==> config.mk <==
export PLATFORM = sky130hd
export DESIGN_NAME = truth_table_sweeper
export DESIGN_NICKNAME = d
export VERILOG_FILES = /design/src/rtl/truth_table_sweeper.sv
export SDC_FILE = /design/constraint.sdc
export NUM_CORES = 1
export LEC_CHECK = 0
export BUFFER_PORTS_ARGS = -buffer_cell sky130_fd_sc_hd__buf_2
export CAP_MARGIN = 20
export CORE_ASPECT_RATIO = 0.9
export CORE_MARGIN = 1
export CORE_UTILIZATION = 45
export DETAILED_ROUTE_END_ITERATION = 12
export PLACE_DENSITY_LB_ADDON = 0.08
export RECOVER_POWER = 25
export SETUP_SLACK_MARGIN = 0.1
export SLEW_MARGIN = 20
export SYNTH_ARGS = -nofsm -noshare
export SYNTH_HDL_FRONTEND = slang
export SYNTH_SLANG_ARGS = --single-unit
==> constraint.sdc <==
create_clock -name clk -period 1.8 [get_ports clk]
set_clock_uncertainty 0.05 [all_clocks]
set_input_delay 0.09 -clock clk [delete_from_list [all_inputs] [get_ports clk]]
set_output_delay 0.09 -clock clk [all_outputs]
set_load 0.03 [all_outputs]
==> src/rtl/truth_table_sweeper.sv <==
// Steps a combinational gate through every input row and packs its
// sampled outputs into the truth-table code, then checks it against a reference.
module truth_table_sweeper #(
  parameter int N_IN          = 3,
  parameter int SETTLE_CYCLES = 4
) (
  input  logic                   clk,
  input  logic                   reset,
  input  logic                   start,
  input  logic [(1<<N_IN)-1:0]   expected,
  output logic [N_IN-1:0]        dut_in,
  input  logic                   dut_out,
  output logic                   busy,
  output logic                   done,
  output logic [(1<<N_IN)-1:0]   code,
  output logic                   match
);

  localparam int W  = 1 << N_IN;
  localparam int CW = (SETTLE_CYCLES > 1) ? $clog2(SETTLE_CYCLES) : 1;
  localparam logic [CW-1:0] CNT_LAST = CW'(SETTLE_CYCLES - 1);

  typedef enum logic {IDLE, SETTLE} state_t;

  state_t          state_q, state_d;
  logic [N_IN-1:0] row_q, row_d;
  logic [N_IN-1:0] din_q, din_d;
  logic [CW-1:0]   cnt_q, cnt_d;
  logic [W-1:0]    code_q, code_d;
  logic [W-1:0]    exp_q, exp_d;
  logic            busy_q, busy_d;
  logic            done_q, done_d;
  logic            match_q, match_d;

  always_ff @(posedge clk) begin
    if (reset) begin
      state_q <= IDLE;
      row_q   <= '0;
      din_q   <= '0;
      cnt_q   <= '0;
      code_q  <= '0;
      exp_q   <= '0;
      busy_q  <= 1'b0;
      done_q  <= 1'b0;
      match_q <= 1'b0;
    end else begin
      state_q <= state_d;
      row_q   <= row_d;
      din_q   <= din_d;
      cnt_q   <= cnt_d;
      code_q  <= code_d;
      exp_q   <= exp_d;
      busy_q  <= busy_d;
      done_q  <= done_d;
      match_q <= match_d;
    end
  end

  always_comb begin
    state_d = state_q;
    row_d   = row_q;
    din_d   = din_q;
    cnt_d   = cnt_q;
    code_d  = code_q;
    exp_d   = exp_q;
    busy_d  = busy_q;
    done_d  = 1'b0;
    match_d = match_q;
    unique case (state_q)
      IDLE: begin
        if (start) begin
          busy_d  = 1'b1;
          din_d   = '0;
          row_d   = '0;
          cnt_d   = '0;
          code_d  = '0;
          match_d = 1'b0;
          exp_d   = expected;
          state_d = SETTLE;
        end
      end
      SETTLE: begin
        if (cnt_q != CNT_LAST) begin
          cnt_d = cnt_q + 1'b1;
        end else begin
          // Row r lands at bit W-1-r, which is ~r for a power-of-two width
          code_d[~row_q] = dut_out;
          if (row_q != '1) begin
            row_d = row_q + 1'b1;
            din_d = row_q + 1'b1;
            cnt_d = '0;
          end else begin
            busy_d  = 1'b0;
            done_d  = 1'b1;
            match_d = (code_d == exp_q);
            din_d   = '0;
            state_d = IDLE;
          end
        end
      end
      default: state_d = IDLE;
    endcase
  end

  always_comb begin
    dut_in = din_q;
    busy   = busy_q;
    done   = done_q;
    code   = code_q;
    match  = match_q;
  end

endmodule

==> results_dict.tcl, run 1 <==
set metrics [dict create \
    clockBufferDepth 2 \
    drt_pass1_iterations 4 \
    wirelength_mm 3.047 \
    leakagePower_nw 0.6739 \
    grt-ovfl-total 0 \
    final_area_mm2 0.001670 \
    gp_congestion 0.8072 \
    ys_seq_area_share_pct 40.65 \
    yosysTopAreaCell "dfxtp_1" \
    synth_area_per_cell_um2 8.306 \
    dp_worst_setup_slack_ps 42.97 \
    crit_path_start_kind "register" \
    outcome "finished clean" \
    p_sw_share_pct 23.34 \
    slew_viol_final 0 \
    switchingPower_mw 0.2797 \
    clock_latency_ps 330 \
    htreeDepth 1 \
    fillers 264 \
    core_area_mm2 0.002838 \
    antenna_found_initial 0 \
    max_cap_viol_count 0 \
    dr_total_vias 1259 \
    synth.top_cell.area_share_pct 40.65 \
    antenna_left 0 \
    max-slew-margin-rel_pct 67.31 \
    layout.cells.non_filler 236 \
    mappedNetlistArea_mm2 0.001379 \
    initial_core_util_pct 48.59 \
    die_h_um 54.52 \
    critPathRequiredTime_ps 2010 \
    finalSetupTns_ps 0 \
    cts_made_buffers 3 \
    post_dp_cell_area_mm2 0.001534 \
    synth_seq_cells 28 \
    first_global_vias 1047 \
    whs_ps 67.42 \
    wl_per_cell_um 12.91 \
    arrival_ps 1870 \
    cp_max_fo 12 \
    power_density_mw_per_mm2 717.6 \
    die-area_mm2 0.003290 \
    fin_crit_sh_pct 92.37 \
    grt_util_all_layers_pct 20.83 \
    intPower_mw 0.9190 \
    final_nets 212 \
    finalHoldViolCount 0 \
    drcViolationCount 0 \
    cts.sinks 28 \
    drive_above_1_share_pct 17.35 \
    seqPwrFrac_pct 54.7 \
    r2r_setup_slack_ps 140 \
    synth_flop_cell "dfxtp_1" \
    synthDistinctLibCells 31 \
    p_total_mw 1.199 \
    worstSetupEndpointType "register" \
    synth-edff-count 0 \
    irDropWorstVdd_uv 589.2 \
    tightest_slew_ps 490.4 \
    finalSetupViolCount 0 \
    io_pins 26 \
    rsz0062_at_grt "true" \
    diodes 0 \
    path_clk_slew_ps 150 \
    syn2layout_area_growth_pct 21.14 \
    synthArstFlopShare_pct 0 \
    synthTopCellsByCount "dfxtp_1, nand2_1, nor2_1" \
    fin_util_pct 58.86 \
    power.share.combinational_pct 10.6 \
    yosys_warnings 0 \
    rows 18 \
    synthCells 166 \
    cts_root_buffer "clkbuf_4" \
    synth.most_common_cell "dfxtp_1" \
    crit_type "register to register" \
    die_w_um 60.35 \
    syn-num-nets 181 \
    dp_hpwl_mm 2.143 \
    drt_iter0_markers 65 \
    cts_setup_buffers 0 \
    grt_pass1_wl_mm 5.016 \
    drt-vias-per-instance 5.335 \
    grt_max_degree 29 \
    min_path_type "input port to register" \
    synth.top_cells.by_area "dfxtp_1, nand2_1, a21oi_1" \
    min_period_ps 1663 \
    dp_cells 224 \
    cts_tree "done" \
    portBuffers 25 \
    worst_slack_ps 137.4 \
    clockPowerShare_pct 34.7 \
    max_clock_freq_ghz 0.6015 \
]
-- cell families (layout without fill, tap and decap cells) --
family                   count (synthesis)  count (layout)  share of synthesized area, %
flip-flops                              28              28                         40.65
AND/OR/NAND/NOR                         71              71                         26.59
adder cells (fa/ha/maj)                  3               3                         2.723
AO/OA/AOI/OAI                           39              39                         16.97
XOR/XNOR                                 6               6                         3.811
multiplexers                             7               7                         5.082
buffers and inverters                   12              42                         4.174
-- state kept, by name, summed over array words and instances (netlist names) --
signal and cells:
code 8, exp_q 8, dut_in 3, row_q 3, cnt_q 2, busy 1, done 1, match 1
state_q 1
-- timing repair --
action                                  4_1_cts  5_1_grt
endpoints found under the setup margin        3       14
hold buffers                                  8        0
pin swaps                                     0        0
resized for setup                             4        3
hold endpoints to repair                      8        0
-- metal layers --
layer	vias up	track usage, %	wire (um)
met2	35	31.32	1360
met3	2	5.201	125
met4	0	4.264	12
met1	582	29.86	1548
li1	640	-	-
met5	-	0	0
-- power by group through the flow --
| stage | Sequential (mW) | Combinational, mW | Clock, mW |
|---|---|---|---|
| floorplan | 0.665 | 0.0840 | 0 |
| global placement | 0.669 | 0.111 | 0 |
| detailed placement | 0.670 | 0.114 | 0 |
| CTS | 0.656 | 0.128 | 0.426 |
| global route | 0.659 | 0.143 | 0.457 |
| finish | 0.655 | 0.128 | 0.416 |
-- worst max-delay path, stage by stage, from the launching register on --
cell	delay [ps]
dfxtp_4	440
ha_1	180
ha_1	240
nand3_1	170
nor2_1	160
nand4_1	110
o31ai_2	240
-- area by class of cell --
cell class	count	area, um^2	share of cell area (%)
clock buffer	3	22.52	1.348
tap	40	50.05	2.996
sequential	28	569.3	34.08
timing repair buffer	38	230.2	13.78
clock inverter	1	30.03	1.798
multi-input combinational	126	768.2	45.99
-- placed cells by master, fill, tap and decap left out, drive strengths merged, types with 3 or more instances in the layout --
master / n
a21oi: 16
nor2: 19
buf: 20
ha: 3
a32oi: 3
and3b: 5
dlygate4sd3: 8
o21ai: 11
nor3b: 7
xor2: 5
a22oi: 8
nand2: 27
mux2i: 7
dfxtp: 28
clkbuf: 13
-- worst paths after layout --
path	from	to	cells after the start
setup reg to reg	row_q[0]	match	6
hold / removal	start	state_q	3
hold reg to reg	dut_in[1]	dut_in[1]	2
setup / recovery	row_q[0]	match	6
Power figures use the tool's default switching activity.
==> inputs of run 2 (changes only) <==
PLACE_DENSITY = 0.67   (was default)
PLACE_DENSITY_LB_ADDON = default   (was 0.08)
clock period = 1.9 ns   (was 1.8 ns; I/O delays follow)
==> results_dict.tcl, run 2 (synthesized netlist as in run 1, its figures left out) <==
set metrics [dict create \
    outcome "finished clean" \
    cp_max_fo 12 \
    syn2layout_area_growth_pct 20.05 \
    drt_pass1_iterations 4 \
    final_nets 209 \
    leakagePower_nw 0.6615 \
    r2r_setup_slack_ps 240 \
    rows 18 \
    cts.sinks 28 \
    slew_viol_final 0 \
    fin_crit_sh_pct 87.52 \
    p_total_mw 1.122 \
    min_path_type "input port to register" \
    dp_hpwl_mm 2.148 \
    portBuffers 25 \
    cts_root_buffer "clkbuf_4" \
    post_dp_cell_area_mm2 0.001511 \
    grt_busiest_layer "met2" \
    max_clock_freq_ghz 0.6014 \
    grt-ovfl-total 0 \
    first_global_vias 1092 \
    cp_top_family "adder cells" \
    cts_tree "done" \
    tightest_slew_ps 498.0 \
    finalSetupViolCount 0 \
    gp_congestion 0.7727 \
    met2_usage_pct 32.60 \
    dp_worst_setup_slack_ps 129.7 \
    clock_latency_ps 320 \
    worstSetupEndpointType "register" \
    io_pins 26 \
    diodes 0 \
    cp_num_buf_inv 0 \
    rsz0062_at_grt "false" \
    dr_total_vias 1280 \
    mostFrequentLayoutCell "nand2_1" \
    arrival_ps 1820 \
    die_w_um 60.35 \
    antenna_found_initial 0 \
    cp_slowest_cell "dfxtp_4" \
    cp_common_cell "ha_1" \
    grt_util_all_layers_pct 20.38 \
    max_cap_viol_count 0 \
    final_area_mm2 0.001655 \
    path_cells "ha_1 -> ha_1 -> nand3_1 -> o21ai_0 -> a21oi_1 -> nor2_1" \
    die_h_um 54.52 \
    antenna_left 0 \
    crit_type "register to register" \
    grt_max_degree 29 \
    wl_per_cell_um 13.03 \
    initial_core_util_pct 48.59 \
    drcViolationCount 0 \
    critPathRequiredTime_ps 2050 \
    max-slew-margin-rel_pct 66.80 \
    htreeDepth 1 \
    worst_slack_ps 237.2 \
    min_period_ps 1663 \
    irDropWorstVdd_uv 322.2 \
    clockBufferDepth 2 \
    path_clk_slew_ps 140 \
    met1_usage_pct 29.28 \
    drive_above_1_share_pct 17.10 \
    power_density_mw_per_mm2 677.9 \
    layout.cells.non_filler 233 \
    dp_cells 221 \
    cts_made_buffers 3 \
    grt_pass1_wl_mm 4.988 \
    finalSetupTns_ps 0 \
    die-area_mm2 0.003290 \
    wirelength_mm 3.036 \
    cts_setup_buffers 0 \
    final_cell_mix "nand2_1, dfxtp_1, nor2_1" \
    core_area_mm2 0.002838 \
    crit_path_start_kind "register" \
    slowest_delay_ps 410 \
    drt-vias-per-instance 5.494 \
    use_met3_pct 3.546 \
    drt_iter0_markers 62 \
    finalHoldViolCount 0 \
]
run 2: report_power, final:
group	switching, mW	internal (mW)
registers	0.0191	0.602
logic	0.0656	0.0520
clock network	0.170	0.213
total	0.255	0.867
run 2: through the flow:
step	util, %	hold slack, ps
finish	58.33	104.1
global route	58.33	114.1
CTS	57.98	100.3
detailed placement	53.26	292.9
global placement	53.26	285.4
floorplan	-	181.0
run 2: metal layers:
| layer | part of all wire [%] | up-vias | wire length (um) |
|---|---|---|---|
| met5 | 0 | - | 0 |
| met4 | 0.33 | 0 | 10 |
| met3 | 4.2 | 2 | 129 |
| met2 | 47 | 30 | 1429 |
| met1 | 48 | 614 | 1465 |
| li1 | - | 634 | - |
run 2: final timing paths:
path,from,depth (start not counted),endpoint
max,row_q[0],6,cnt_q[0]
min,start,3,state_q
max reg2reg,row_q[0],6,cnt_q[0]
min reg2reg,dut_in[1],2,dut_in[1]
run 2: tightest hold or removal path: stages:
cell and delay, ps:
buf_2 90, o21ai_0 140, nor2_1 110
run 2: layout make-up:
| cell class | instances | area (um^2) |
|---|---|---|
| Clock inverter | 1 | 30.03 |
| Multi-Input combinational cell | 126 | 775.7 |
| Sequential cell | 28 | 569.3 |
| Tap cell | 40 | 50.05 |
| Timing Repair Buffer | 35 | 207.7 |
| Fill cell | 273 | 1182 |
| Clock buffer | 3 | 22.52 |
run 2: timing repair:
item	CTS	global route
hold endpoints to repair	8	0
pin swaps	0	0
resized for setup	1	8
setup endpoints to repair	1	6
hold buffers	8	0
gates cloned	0	0
